`src/rtl/bitslice_defs.vh`:
```
// Opcode and sequencer state encodings shared by the bitslice_seq16 block.
`ifndef BITSLICE_DEFS_VH
`define BITSLICE_DEFS_VH

`define OP_NOT 2'b00
`define OP_AND 2'b01
`define OP_OR  2'b10
`define OP_XOR 2'b11

`define S_IDLE 2'b00
`define S_LO   2'b01
`define S_HI   2'b10
`define S_DONE 2'b11

`endif

```
`src/rtl/bitslice_seq16_pkg.sv`:
```
// Widths, opcode and state types for the byte-serial 16-bit bitwise unit.
package bitslice_seq16_pkg;
`include "bitslice_defs.vh"

    localparam int SLICE = 8;
    localparam int WIDTH = 2 * SLICE;

    typedef enum logic [1:0] {
        BS_NOT = `OP_NOT,
        BS_AND = `OP_AND,
        BS_OR  = `OP_OR,
        BS_XOR = `OP_XOR
    } op_t;

    typedef enum logic [1:0] {
        ST_IDLE = `S_IDLE,
        ST_LO   = `S_LO,
        ST_HI   = `S_HI,
        ST_DONE = `S_DONE
    } state_t;
endpackage

```
`src/rtl/logic_slice8.sv`:
```
// Combinational byte-wide bitwise slice (NOT/AND/OR/XOR); XOR is built from four NANDs per bit.
module logic_slice8
    import bitslice_seq16_pkg::*;
(
    input  logic [SLICE-1:0] a,
    input  logic [SLICE-1:0] b,
    input  op_t              op,
    output logic [SLICE-1:0] y
);
    logic [SLICE-1:0] not_a;
    logic [SLICE-1:0] and_ab;
    logic [SLICE-1:0] or_ab;
    logic [SLICE-1:0] xor_ab;

    generate
        for (genvar gi = 0; gi < SLICE; gi++) begin : g_bit
            logic nand_ab;
            logic nand_a;
            logic nand_b;
            assign nand_ab     = ~(a[gi] & b[gi]);
            assign nand_a      = ~(a[gi] & nand_ab);
            assign nand_b      = ~(b[gi] & nand_ab);
            assign xor_ab[gi]  = ~(nand_a & nand_b);
            assign not_a[gi]   = ~a[gi];
            assign and_ab[gi]  = a[gi] & b[gi];
            assign or_ab[gi]   = a[gi] | b[gi];
        end
    endgenerate

    always_comb begin
        y = not_a;
        case (op)
            BS_AND:  y = and_ab;
            BS_OR:   y = or_ab;
            BS_XOR:  y = xor_ab;
            default: y = not_a;
        endcase
    end
endmodule

```
`src/rtl/bitslice_seq16.sv`:
```
// Two-requester 16-bit bitwise unit sharing one 8-bit slice over LO/HI passes.
// Optional BITSLICE_SEQ_PERF_EN adds perf_ops / perf_conflicts counters.
module bitslice_seq16
    import bitslice_seq16_pkg::*;
(
    input  logic             clk,
    input  logic             reset,
    input  logic             req0_valid,
    output logic             req0_ready,
    input  logic [1:0]       req0_op,
    input  logic [WIDTH-1:0] req0_a,
    input  logic [WIDTH-1:0] req0_b,
    input  logic             req1_valid,
    output logic             req1_ready,
    input  logic [1:0]       req1_op,
    input  logic [WIDTH-1:0] req1_a,
    input  logic [WIDTH-1:0] req1_b,
    output logic             res_valid,
    input  logic             res_ready,
    output logic [WIDTH-1:0] res_out,
    output logic             res_id,
    output logic             busy
`ifdef BITSLICE_SEQ_PERF_EN
    ,
    output logic [15:0]      perf_ops,
    output logic [15:0]      perf_conflicts
`endif
);
    state_t           state_reg, state_next;
    op_t              op_reg;
    logic [WIDTH-1:0] a_reg, b_reg, res_reg;
    logic             id_reg, last_grant_reg;
    logic             grant, accept;
    logic [SLICE-1:0] slice_a, slice_b, slice_y;

    // Round-robin only matters under contention; a lone requester always wins.
    always_comb begin
        grant = 1'b0;
        if (req0_valid && req1_valid) begin
            grant = ~last_grant_reg;
        end else if (req1_valid) begin
            grant = 1'b1;
        end
        req0_ready = (state_reg == ST_IDLE) && !reset && req0_valid && !grant;
        req1_ready = (state_reg == ST_IDLE) && !reset && req1_valid && grant;
        accept     = req0_ready || req1_ready;
    end

    always_comb begin
        state_next = state_reg;
        case (state_reg)
            ST_IDLE: if (accept) state_next = ST_LO;
            ST_LO:   state_next = ST_HI;
            ST_HI:   state_next = ST_DONE;
            ST_DONE: if (res_ready) state_next = ST_IDLE;
            default: state_next = ST_IDLE;
        endcase
    end

    always_ff @(posedge clk or posedge reset) begin
        if (reset) begin
            state_reg <= ST_IDLE;
        end else begin
            state_reg <= state_next;
        end
    end

    assign slice_a = (state_reg == ST_LO) ? a_reg[SLICE-1:0] : a_reg[WIDTH-1:SLICE];
    assign slice_b = (state_reg == ST_LO) ? b_reg[SLICE-1:0] : b_reg[WIDTH-1:SLICE];

    logic_slice8 u_slice (
        .a  (slice_a),
        .b  (slice_b),
        .op (op_reg),
        .y  (slice_y)
    );

    always_ff @(posedge clk or posedge reset) begin
        if (reset) begin
            op_reg         <= BS_NOT;
            a_reg          <= '0;
            b_reg          <= '0;
            res_reg        <= '0;
            id_reg         <= 1'b0;
            last_grant_reg <= 1'b1;
        end else begin
            case (state_reg)
                ST_IDLE: if (accept) begin
                    op_reg         <= grant ? op_t'(req1_op) : op_t'(req0_op);
                    a_reg          <= grant ? req1_a : req0_a;
                    b_reg          <= grant ? req1_b : req0_b;
                    id_reg         <= grant;
                    last_grant_reg <= grant;
                end
                ST_LO:   res_reg[SLICE-1:0]     <= slice_y;
                ST_HI:   res_reg[WIDTH-1:SLICE] <= slice_y;
                default: ;
            endcase
        end
    end

    assign res_valid = (state_reg == ST_DONE);
    assign busy      = (state_reg != ST_IDLE);
    assign res_out   = res_reg;
    assign res_id    = id_reg;

`ifdef BITSLICE_SEQ_PERF_EN
    logic [15:0] perf_ops_reg, perf_conflicts_reg;

    always_ff @(posedge clk or posedge reset) begin
        if (reset) begin
            perf_ops_reg       <= '0;
            perf_conflicts_reg <= '0;
        end else begin
            if (state_reg == ST_DONE && res_ready) begin
                perf_ops_reg <= perf_ops_reg + 16'd1;
            end
            if (state_reg == ST_IDLE && req0_valid && req1_valid) begin
                perf_conflicts_reg <= perf_conflicts_reg + 16'd1;
            end
        end
    end

    assign perf_ops       = perf_ops_reg;
    assign perf_conflicts = perf_conflicts_reg;
`endif
endmodule
```
`config.mk`:
```
export PLATFORM = sky130hd
export DESIGN_NAME = bitslice_seq16
export DESIGN_NICKNAME = d
export VERILOG_FILES = /design/src/rtl/bitslice_seq16_pkg.sv /design/src/rtl/logic_slice8.sv /design/src/rtl/bitslice_seq16.sv
export VERILOG_INCLUDE_DIRS = /design/src /design/src/rtl
export SDC_FILE = /design/constraint.sdc
export NUM_CORES = 1
export LEC_CHECK = 0
export CAP_MARGIN = 25
export CORE_UTILIZATION = 40
export CTS_CLUSTER_DIAMETER = 30
export CTS_CLUSTER_SIZE = 10
export DETAILED_ROUTE_END_ITERATION = 10
export PLACE_DENSITY = 0.67
export SETUP_SLACK_MARGIN = 0.5
export SYNTH_ARGS = -nofsm -noshare
export SYNTH_HDL_FRONTEND = slang
export SYNTH_SLANG_ARGS = --single-unit
export TNS_END_PERCENT = 100
```
`constraint.sdc`:
```
create_clock -name clk -period 5.2 [get_ports clk]
set_clock_uncertainty 0.2 [all_clocks]
set_input_delay 1.04 -clock clk [delete_from_list [all_inputs] [get_ports clk]]
set_output_delay 1.04 -clock clk [all_outputs]
set_load 0.01 [all_outputs]
```
==> reports/metrics.csv, run 1 <==
stage,metric,value,unit
yosys,syn_nets,439,
cells_and_area,final.fill_count,744,
yosys,synth_area,3270,µm²
place,place_congestion,0.725,
drt,dr.pass1.iters,4,
sta,setup_viol,0,
sta,fin_ws,1150,ps
setup_path,crit_fanout,22,
sta,fin_crit_sh,0.778,
clock_tree,clk_latency,300,ps
setup_path,crit_path_cell_trace,clkdlybuf4s50_1 > a21boi_4 > buf_4 > and2_1 > clkdlybuf4s50_1,
hold_path,holdPathStages,2,
sta,setup_tns,0,ps
sta,final_max_slew_viol_count,0,
place,place_ws,1150,ps
global_routing,grt_pass1_wl,11.7,mm
setup_path,cpLargestDelayFamily,buffers and inverters,
clock_tree,htreeDepth,2,
setup_path,crit_top_cell,clkdlybuf4s50_1,
outcome,outcome,completed,
sta,hold_violations,0,
cells_and_area,multi_input_area,1600,µm²
yosys,synthTopCellsByArea,"dfrtp_1, mux2i_1, ha_1",
die,initial_core_util,0.419,
global_routing,grt_max_degree,71,
clock_tree,post-cts-setup-buffers,0,
clock_tree,clkSlewWorstSetupHoldPaths,90,ps
setup_path,worst-path-buf-inv,3,
place,place.port_buffers,93,
setup_path,crit_path_start_kind,input pin,
die,core_area,7810,µm²
clock_tree,holdBufCountCts,0,
global_routing,track_usage,0.171,
yosys,ys_types,28,
pwr,switchingPower,0.943,mW
cells_and_area,regArea,1350,µm²
sta,worst_pin_slew,693,ps
pwr,max-vdd-ir-drop,335,µV
place,dp_hpwl,5.20,mm
hold_path,hp-class,register to register,
setup_path,cp.arrival,2810,ps
yosys,yosys_warnings,0,
die,dieArea,8540,µm²
global_routing,gr-total-overflow,0,
setup_path,rrSetupSlack,2570,ps
clock_tree,cts_tree,yes,
drt,remaining_drc_errors,0,
clock_tree,cts_root_buf,clkbuf_8,
sta,finalCriticalPeriod,4050,ps
yosys,yosysSeqAreaShare,0.414,
yosys,ys_ff_latch,54,
hold_path,hold_path_startpoint,res_out[14],
drt,routedWlPerCell,12.9,µm
yosys,synth_top_area_share,0.406,
drt,wirelength,6.85,mm
clock_tree,cts_buffers,5,
setup_path,worst-setup-path-type,input pin to primary output,
global_routing,antenna_found_initial,0,
yosys,synth_cells,345,
setup_path,slowest_delay,530,ps
drt,post_drt_via_cell_ratio,4.78,
setup_path,r2r_end,res_out[12],
drt,drt_iter0_drc,95,
pwr,clkPwrFrac,0.104,
cells_and_area,area_delta_synth_final,31.9,%
clock_tree,clock-sinks,54,
yosys,yosysTopAreaCell,dfrtp_1,
setup_path,crit_cells,5,
cells_and_area,insertedDiodeCount,0,
die,fp.dieW,92.4,µm
setup_path,rr_worst_depth,9,
sta,rsz0062_at_grt,false,
hold_path,min_to,res_out[14],
pwr,p_comb_frac,0.550,
setup_path,cp.required,3960,ps
pwr,p_seq_frac,0.346,
pwr,p_per_area,540,nW/µm²
global_routing,grt_pass1_vias,2464,
die,num_rows,32,
run,maxCapViolCount,0,
die,num_io_pins,94,
drt,num_vias,2542,
clock_tree,cts_resized,0,
sta,fmax,247,MHz
drt,ant_nets,0,
sta,relSlewSlack,0.538,
pwr,p_int,1.39,mW
cells_and_area,drive_gt1_frac,0.0721,
yosys,syn_avg_cell_area,9.48,µm²
clock_tree,cts_buffer_depth,2,
cells_and_area,nets,523,
setup_path,end_kind,primary output,
die,die_h,92.4,µm
setup_path,rr_startpoint,state_reg[1],
pwr,swShare,0.405,
setup_path,cp_slowest_cell,clkdlybuf4s50_1,
pwr,leakage,1.93,nW
-- synthesized netlist by cell type --
library cell / instances
a21boi_2: 1
a21oi_1: 35
a22o_1: 4
a31oi_1: 1
and2_1: 1
buf_2: 10
buf_4: 4
buf_6: 4
buf_8: 3
dfrtp_1: 53
dfstp_2: 1
ha_1: 21
inv_1: 42
mux2_2: 8
mux2_4: 1
mux2i_1: 47
nand2_1: 35
nand2b_1: 1
nor2_1: 40
nor2_2: 1
nor2b_1: 4
nor2b_4: 1
o211ai_1: 2
o21a_1: 1
o21ai_0: 6
o21bai_1: 1
o22ai_1: 14
o22ai_2: 3
-- metrics by stage --
stage	utilization	cell area [µm²]	power [mW]	instances	hold WS, ps
final	0.552	4310	2.33	532	333
after global routing	0.552	4310	2.56	532	362
after CTS	0.552	4310	2.35	532	337
after detailed placement	0.540	4220	2.11	524	318
after global placement	0.538	4200	2.05	523	306
after floorplan	-	3270	1.72	345	291
-- cells by family (layout without fill, tap and decap cells) --
group / after synthesis / after routing / synth area share
AOI/OAI and AO/OA: 68 / 68 / 0.126
adders and majority gates: 21 / 21 / 0.0803
buffers and inverters: 63 / 148 / 0.100
DFF: 54 / 54 / 0.414
muxes: 56 / 56 / 0.176
and+or+nand+nor: 83 / 83 / 0.104
-- layout by cell type, fill, tap and decap left out, drive strengths merged --
cell type / n
clkdlybuf4s50: 93
dfrtp: 53
mux2i: 47
inv: 42
nor2: 41
a21oi: 35
nand2: 35
ha: 21
o22ai: 17
mux2: 9
o21ai: 6
clkbuf: 6
nor2b: 5
buf: 5
a22o: 4
o211ai: 2
o21a: 1
a21boi: 1
a31oi: 1
and2: 1
o21bai: 1
nand2b: 1
clkinv: 1
clkinvlp: 1
dfstp: 1
-- worst min-delay path: stages (launching register included) --
cell and delay, ps:
dfrtp_1 380, inv_1 60, o22ai_1 60
-- power by group through the flow --
stage          clock network, mW  logic, mW  registers, mW
6_report                   0.243       1.28          0.806
3_5_place_dp                   0       1.29          0.815
3_3_place_gp                   0       1.24          0.810
4_1_cts                    0.249       1.29          0.807
5_1_grt                    0.270       1.45          0.837
2_1_floorplan                  0      0.953          0.772
-- cell type report --
cell class | count | area share
Multi-Input combinational cell | 228 | 0.371
Inverter | 42 | 0.0366
Clock inverter | 2 | 0.00290
Sequential cell | 54 | 0.314
Tap cell | 102 | 0.0296
Timing Repair Buffer | 98 | 0.227
Clock buffer | 6 | 0.0191
-- layer usage --
layer  global-route usage  up-vias  share of wire
li1                     -     1313              -
met1                0.233     1165           0.48
met2                0.279       55           0.47
met3               0.0279        9          0.036
met4               0.0508        0          0.018
met5                    0        -              0
-- worst max path at each step --
stage,startpoint,to
detailed placement,req0_valid,req1_ready
floorplan,req1_valid,req0_ready
CTS,req0_valid,req1_ready
global placement,req0_valid,req1_ready
finish,req0_valid,req1_ready
global route,req1_valid,req1_ready
Note: power is estimated with default switching activity, not from simulation.
==> run 2, diff against run 1 <==
--- a/config.mk
+++ b/config.mk
@@ -11,7 +11,7 @@
 export CTS_CLUSTER_DIAMETER = 30
 export CTS_CLUSTER_SIZE = 10
 export DETAILED_ROUTE_END_ITERATION = 10
-export PLACE_DENSITY = 0.67
+export PLACE_DENSITY = 0.7
 export SETUP_SLACK_MARGIN = 0.5
 export SYNTH_ARGS = -nofsm -noshare
 export SYNTH_HDL_FRONTEND = slang
==> constraint.sdc (replaced) <==
create_clock -name clk -period 3.5 [get_ports clk]
set_clock_uncertainty 0.2 [all_clocks]
set_input_delay 0.7 -clock clk [delete_from_list [all_inputs] [get_ports clk]]
set_output_delay 0.7 -clock clk [all_outputs]
set_load 0.01 [all_outputs]
==> reports/metrics.csv, run 2 (synthesized netlist as in run 1, its figures left out) <==
stage,metric,value,unit,change
clock_tree,cts_root_buf,clkbuf_8,,unchanged
setup_path,slowest_delay,510,ps,was 530 ps
hold_path,hp-class,register to register,,unchanged
global_routing,grt_pass1_vias,2505,,"was 2,464"
cells_and_area,final_cells,533,,was 532
global_routing,grt_max_degree,44,,was 71
cells_and_area,area_delta_synth_final,32.5,%,was 31.9%
cells_and_area,nets,524,,was 523
die,dieArea,8540,µm²,unchanged
pwr,clkPwrFrac,0.118,,was 0.104
outcome,outcome,completed,,unchanged
cells_and_area,final_core_util,0.555,,was 0.552
place,place.port_buffers,93,,unchanged
sta,worst_pin_slew,689,ps,was 693 ps
sta,relSlewSlack,0.541,,was 0.538
sta,hold_violations,0,,unchanged
sta,fmax,361,MHz,
sta,final_max_slew_viol_count,0,,unchanged
die,num_rows,32,,unchanged
global_routing,track_usage,0.172,,was 0.171
drt,ant_nets,0,,unchanged
cells_and_area,mostFrequentLayoutCell,clkdlybuf4s50_1,,unchanged
clock_tree,clock-sinks,54,,unchanged
setup_path,cp.required,2600,ps,was 3960 ps
place,dp_hpwl,5.15,mm,was 5.20 mm
pwr,p_comb_frac,0.541,,was 0.550
drt,wirelength,6.65,mm,was 6.85 mm
setup_path,end_kind,primary output,,unchanged
sta,setup_tns,0,ps,unchanged
clock_tree,holdBufCountCts,0,,unchanged
clock_tree,cts_buffers,5,,unchanged
clock_tree,post-cts-setup-buffers,0,,unchanged
clock_tree,htreeDepth,2,,unchanged
setup_path,worst-setup-path-type,input pin to primary output,,unchanged
global_routing,antenna_found_initial,0,,unchanged
global_routing,gr-total-overflow,0,,unchanged
drt,post_drt_via_cell_ratio,4.74,,was 4.78
drt,top_layer,met4,,unchanged
die,die_h,92.4,µm,unchanged
sta,rsz0062_at_grt,false,,unchanged
clock_tree,clkSlewWorstSetupHoldPaths,90,ps,about the same
pwr,max-vdd-ir-drop,366,µV,was 335 µV
drt,routedWlPerCell,12.5,µm,was 12.9 µm
drt,dr.pass1.iters,4,,unchanged
drt,drt_iter0_drc,120,,was 95
cells_and_area,drive_gt1_frac,0.0696,,was 0.0721
die,num_io_pins,94,,unchanged
die,core_area,7810,µm²,unchanged
setup_path,cp_slowest_cell,clkdlybuf4s50_1,,unchanged
setup_path,crit_path_start_kind,input pin,,unchanged
drt,num_vias,2525,,"was 2,542"
sta,setup_viol,0,,unchanged
clock_tree,clk_latency,310,ps,was 300 ps
pwr,p_seq_frac,0.341,,was 0.346
die,initial_core_util,0.419,,unchanged
drt,met1_length,3.19,mm,was 3.28 mm
setup_path,crit_path_cell_trace,clkdlybuf4s50_1 > a21boi_4 > and2_1 > dlygate4sd2_1,,was clkdlybuf4s50_1 > a21boi_4 > buf_4 > and2_1 > clkdlybuf4s50_1
pwr,switchingPower,1.39,mW,was 0.943 mW
cells_and_area,insertedDiodeCount,0,,unchanged
drt,remaining_drc_errors,0,,unchanged
cells_and_area,layout_common_cells,"clkdlybuf4s50_1, dfrtp_1, mux2i_1",,unchanged
run,maxCapViolCount,0,,unchanged
clock_tree,cts_buffer_depth,2,,unchanged
drt,wl_met2,3.09,mm,was 3.20 mm
pwr,p_int,2.12,mW,was 1.39 mW
setup_path,crit_fanout,4,,was 22
sta,finalCriticalPeriod,2770,ps,
drt,route.met3.wl,312,µm,was 244 µm
global_routing,grt_pass1_wl,11.7,mm,about the same
pwr,leakage,1.96,nW,was 1.93 nW
setup_path,cp.arrival,1870,ps,was 2810 ps
pwr,p_per_area,810,nW/µm²,was 540 nW/µm²
place,place_inst,525,,was 524
clock_tree,cts_tree,yes,,unchanged
pwr,swShare,0.397,,was 0.405
place,place_congestion,0.730,,was 0.725
die,fp.dieW,92.4,µm,unchanged
sta,fin_crit_sh,0.792,,
-- run 2: metrics by stage --
| stage | instance area, µm² | hold slack, ps | setup WS [ps] | power (mW) |
|---|---|---|---|---|
| 6_report | 4330 | 331 | 728 | 3.51 |
| 5_1_grt | 4330 | 365 | 661 | 3.86 |
| 4_1_cts | 4330 | 337 | 542 | 3.54 |
| 3_5_place_dp | 4230 | 315 | 464 | 3.12 |
| 3_3_place_gp | 4230 | 304 | 512 | 3.05 |
| 2_1_floorplan | 3270 | 291 | 1200 | 2.56 |
-- run 2: worst paths after layout --
check	slack [ps]	cells past startpoint	startpoint	to
max in group asynchronous	1700	3	reset	b_reg[3]
max reg2reg	910	9	state_reg[1]	res_out[12]
min reg2reg	330	2	res_out[4]	res_out[4]
max	730	4	req1_valid	req1_ready
min	330	2	res_out[4]	res_out[4]
min in group asynchronous	660	2	reset	res_out[2]
-- run 2: layout make-up --
type | instances | area (µm²)
clock buffer | 7 | 76.3
clock inverter | 1 | 30.0
fill | 719 | 3470
inverter | 42 | 158
multi-input combinational | 228 | 1600
sequential | 54 | 1350
tap | 102 | 128
timing repair buffer | 99 | 990
-- run 2: repair_timing --
item,4_1_cts,5_1_grt
resized for setup,1,1
endpoints found under the setup margin,1,1
pin swaps,0,0
-- run 2: worst max-delay path, delay by kind of cell --
kind / cells / cell delay [ps]
buf+inv: 2 / 780
simple gates: 1 / 160
compound gates: 1 / 230
-- run 2: power by group through the flow --
stage / Clock, mW / Sequential, mW / Combinational (mW)
2_1_floorplan: 0 / 1.15 / 1.42
3_3_place_gp: 0 / 1.20 / 1.85
3_5_place_dp: 0 / 1.21 / 1.91
4_1_cts: 0.418 / 1.20 / 1.92
5_1_grt: 0.452 / 1.24 / 2.17
6_report: 0.415 / 1.20 / 1.90
-- run 2: layer usage --
metal,vias to the layer above,global-route usage
met5,-,0
met4,0,0.0430
met3,8,0.0328
met2,60,0.283
met1,1145,0.234
li1,1312,-
==> run 3, diff against run 2 <==
==> constraint.sdc (replaced) <==
create_clock -name clk -period 2.4 [get_ports clk]
set_clock_uncertainty 0.2 [all_clocks]
set_input_delay 0.48 -clock clk [delete_from_list [all_inputs] [get_ports clk]]
set_output_delay 0.48 -clock clk [all_outputs]
set_load 0.01 [all_outputs]
==> reports/metrics.csv, run 3 (synthesized netlist as in run 1, its figures left out) <==
stage,metric,value,unit,change
clock_tree,cts_tree,yes,,unchanged
global_routing,grt_pass1_wl,12.4,mm,was 11.7 mm
pwr,p_per_area,1280,nW/µm²,was 810 nW/µm²
global_routing,antenna_found_initial,0,,unchanged
setup_path,rrSetupSlack,40,ps,was 910 ps
sta,final_max_slew_viol_count,0,,unchanged
hold_path,min_to,res_out[14],,was res_out[4]
setup_path,end_kind,register,,was primary output
clock_tree,clk_latency,310,ps,about the same
die,fp.dieW,92.4,µm,unchanged
setup_path,cp.arrival,2340,ps,was 1870 ps
cells_and_area,final.fill_count,649,,was 719
clock_tree,cts_root_buf,clkbuf_8,,unchanged
cells_and_area,drive_gt1_frac,0.213,,was 0.0696
sta,fin_crit_sh,0.983,,
setup_path,r2r_end,res_out[15],,was res_out[12]
die,initial_core_util,0.419,,unchanged
hold_path,hp-class,register to register,,unchanged
run,maxCapViolCount,0,,unchanged
cells_and_area,mostFrequentLayoutCell,clkdlybuf4s50_1,,unchanged
drt,num_vias,2795,,"was 2,525"
cells_and_area,nets,554,,was 524
drt,wirelength,8.77,mm,was 6.65 mm
place,place_inst,529,,was 525
die,num_io_pins,94,,unchanged
drt,routedWlPerCell,15.6,µm,was 12.5 µm
setup_path,rr_worst_depth,9,,unchanged
pwr,leakage,2.31,nW,was 1.96 nW
die,dieArea,8540,µm²,unchanged
sta,relSlewSlack,0.550,,was 0.541
sta,worst_pin_slew,675,ps,was 689 ps
sta,setup_viol,0,,unchanged
die,num_rows,32,,unchanged
cells_and_area,final_cells,563,,was 533
clock_tree,cts_buffers,5,,unchanged
clock_tree,clock-sinks,54,,unchanged
sta,hold_violations,0,,unchanged
place,place_congestion,0.752,,was 0.730
global_routing,track_usage,0.183,,was 0.172
pwr,power,6.35,mW,was 3.51 mW
global_routing,grt_pass1_vias,2677,,"was 2,505"
sta,rsz0062_at_grt,true,,was false
cells_and_area,layout_common_cells,"clkdlybuf4s50_1, dfrtp_1, nor2_1",,"was clkdlybuf4s50_1, dfrtp_1, mux2i_1"
setup_path,crit_path_start_kind,register,,was input pin
setup_path,cp.required,2380,ps,was 2600 ps
place,postPlaceCellArea,4270,µm²,was 4230 µm²
cells_and_area,area_delta_synth_final,51.1,%,was 32.5%
drt,remaining_drc_errors,0,,unchanged
outcome,outcome,completed,,unchanged
place,dp_hpwl,5.36,mm,was 5.15 mm
die,core_area,7810,µm²,unchanged
die,die_h,92.4,µm,unchanged
global_routing,grt_max_degree,70,,was 44
global_routing,gr-total-overflow,0,,unchanged
setup_path,crit_fanout,7,,was 4
clock_tree,htreeDepth,2,,unchanged
clock_tree,clkSlewWorstSetupHoldPaths,100,ps,was 90 ps
sta,fmax,424,MHz,
setup_path,worst-setup-path-type,register to register,,was input pin to primary output
drt,ant_nets,0,,unchanged
hold_path,hold_path_startpoint,res_out[14],,was res_out[4]
hold_path,holdPathStages,2,,unchanged
sta,finalCriticalPeriod,2360,ps,
place,place.port_buffers,93,,unchanged
cells_and_area,final_core_util,0.633,,was 0.555
drt,dr.pass1.iters,4,,unchanged
cells_and_area,fin_area,4940,µm²,was 4330 µm²
setup_path,rr_startpoint,state_reg[1],,unchanged
clock_tree,cts_buffer_depth,2,,unchanged
cells_and_area,insertedDiodeCount,0,,unchanged
drt,post_drt_via_cell_ratio,4.96,,was 4.74
drt,drt_iter0_drc,91,,was 120
pwr,max-vdd-ir-drop,461,µV,was 366 µV
==> run 3: changes by cell type in the layout (fill, tap and decap cells not counted), sizes merged <==
| cell | previous run | this run |
|---|---|---|
| clkdlybuf4s15 | 0 | 1 |
| clkinvlp | 0 | 1 |
| dlygate4sd2 | 1 | 7 |
| clkdlybuf4s50 | 91 | 72 |
| buf | 6 | 34 |
| clkbuf | 7 | 9 |
| clkinv | 0 | 2 |
| inv | 42 | 41 |
| dlymetal6s2s | 1 | 11 |
==> run 3: worst max-delay path by stage <==
stage	start	endpoint	depth (start not counted)
final	state_reg[1]	res_out[15]	9
after global routing	state_reg[0]	res_out[15]	9
after CTS	state_reg[1]	res_out[9]	9
after detailed placement	req0_valid	req1_ready	4
after global placement	req0_valid	req1_ready	4
after floorplan	state_reg[1]	res_out[14]	10
==> run 3: what timing repair did <==
action,in CTS,in global routing
hold buffers,0,0
gates resized for setup,35,50
pin swaps,3,13
setup buffers,10,11
setup endpoints to repair,61,65
gates cloned,0,5
==> run 3: through the flow <==
stage	hold slack (ps)	TNS [ps]	setup WS, ps
6_report	329	0	41.5
5_1_grt	356	-30.5	-29.3
4_1_cts	340	0	118
3_5_place_dp	318	-220	-129
3_3_place_gp	305	-170	-102
2_1_floorplan	291	0	281
==> run 3: critical path, cell delays in order, from the launching register on <==
cell     delay, ps
dfrtp_1        420
inv_2          100
ha_4           220
buf_12         150
mux2i_2        220
inv_1           60
ha_1           260
mux2i_1        250
a22o_1         250
o22ai_1         80
==> run 3: area by class of cell <==
| cell class | instances | area (µm²) | area share |
|---|---|---|---|
| repair buffers | 129 | 1350 | 0.273 |
| multi-input cells | 228 | 1840 | 0.373 |
| flip-flops and latches | 54 | 1350 | 0.274 |
| clock inverters | 3 | 40.0 | 0.00810 |
| clock buffers | 5 | 68.8 | 0.0139 |
| well taps | 102 | 128 | 0.0258 |
| inverters | 42 | 161 | 0.0327 |
==> run 3: layer usage <==
metal | GRT usage | wire (µm) | vias to the layer above
met5 | 0 | 0 | -
met4 | 0.0469 | 181 | 0
met3 | 0.0378 | 543 | 15
met2 | 0.316 | 4310 | 91
met1 | 0.232 | 3730 | 1310
li1 | - | - | 1379
==> run 3: power by group <==
| group | internal (mW) | switching [mW] | leakage (nW) |
|---|---|---|---|
| registers | 1.38 | 0.410 | 0.616 |
| logic | 2.06 | 1.89 | 1.64 |
| clock network | 0.308 | 0.308 | 0.0579 |
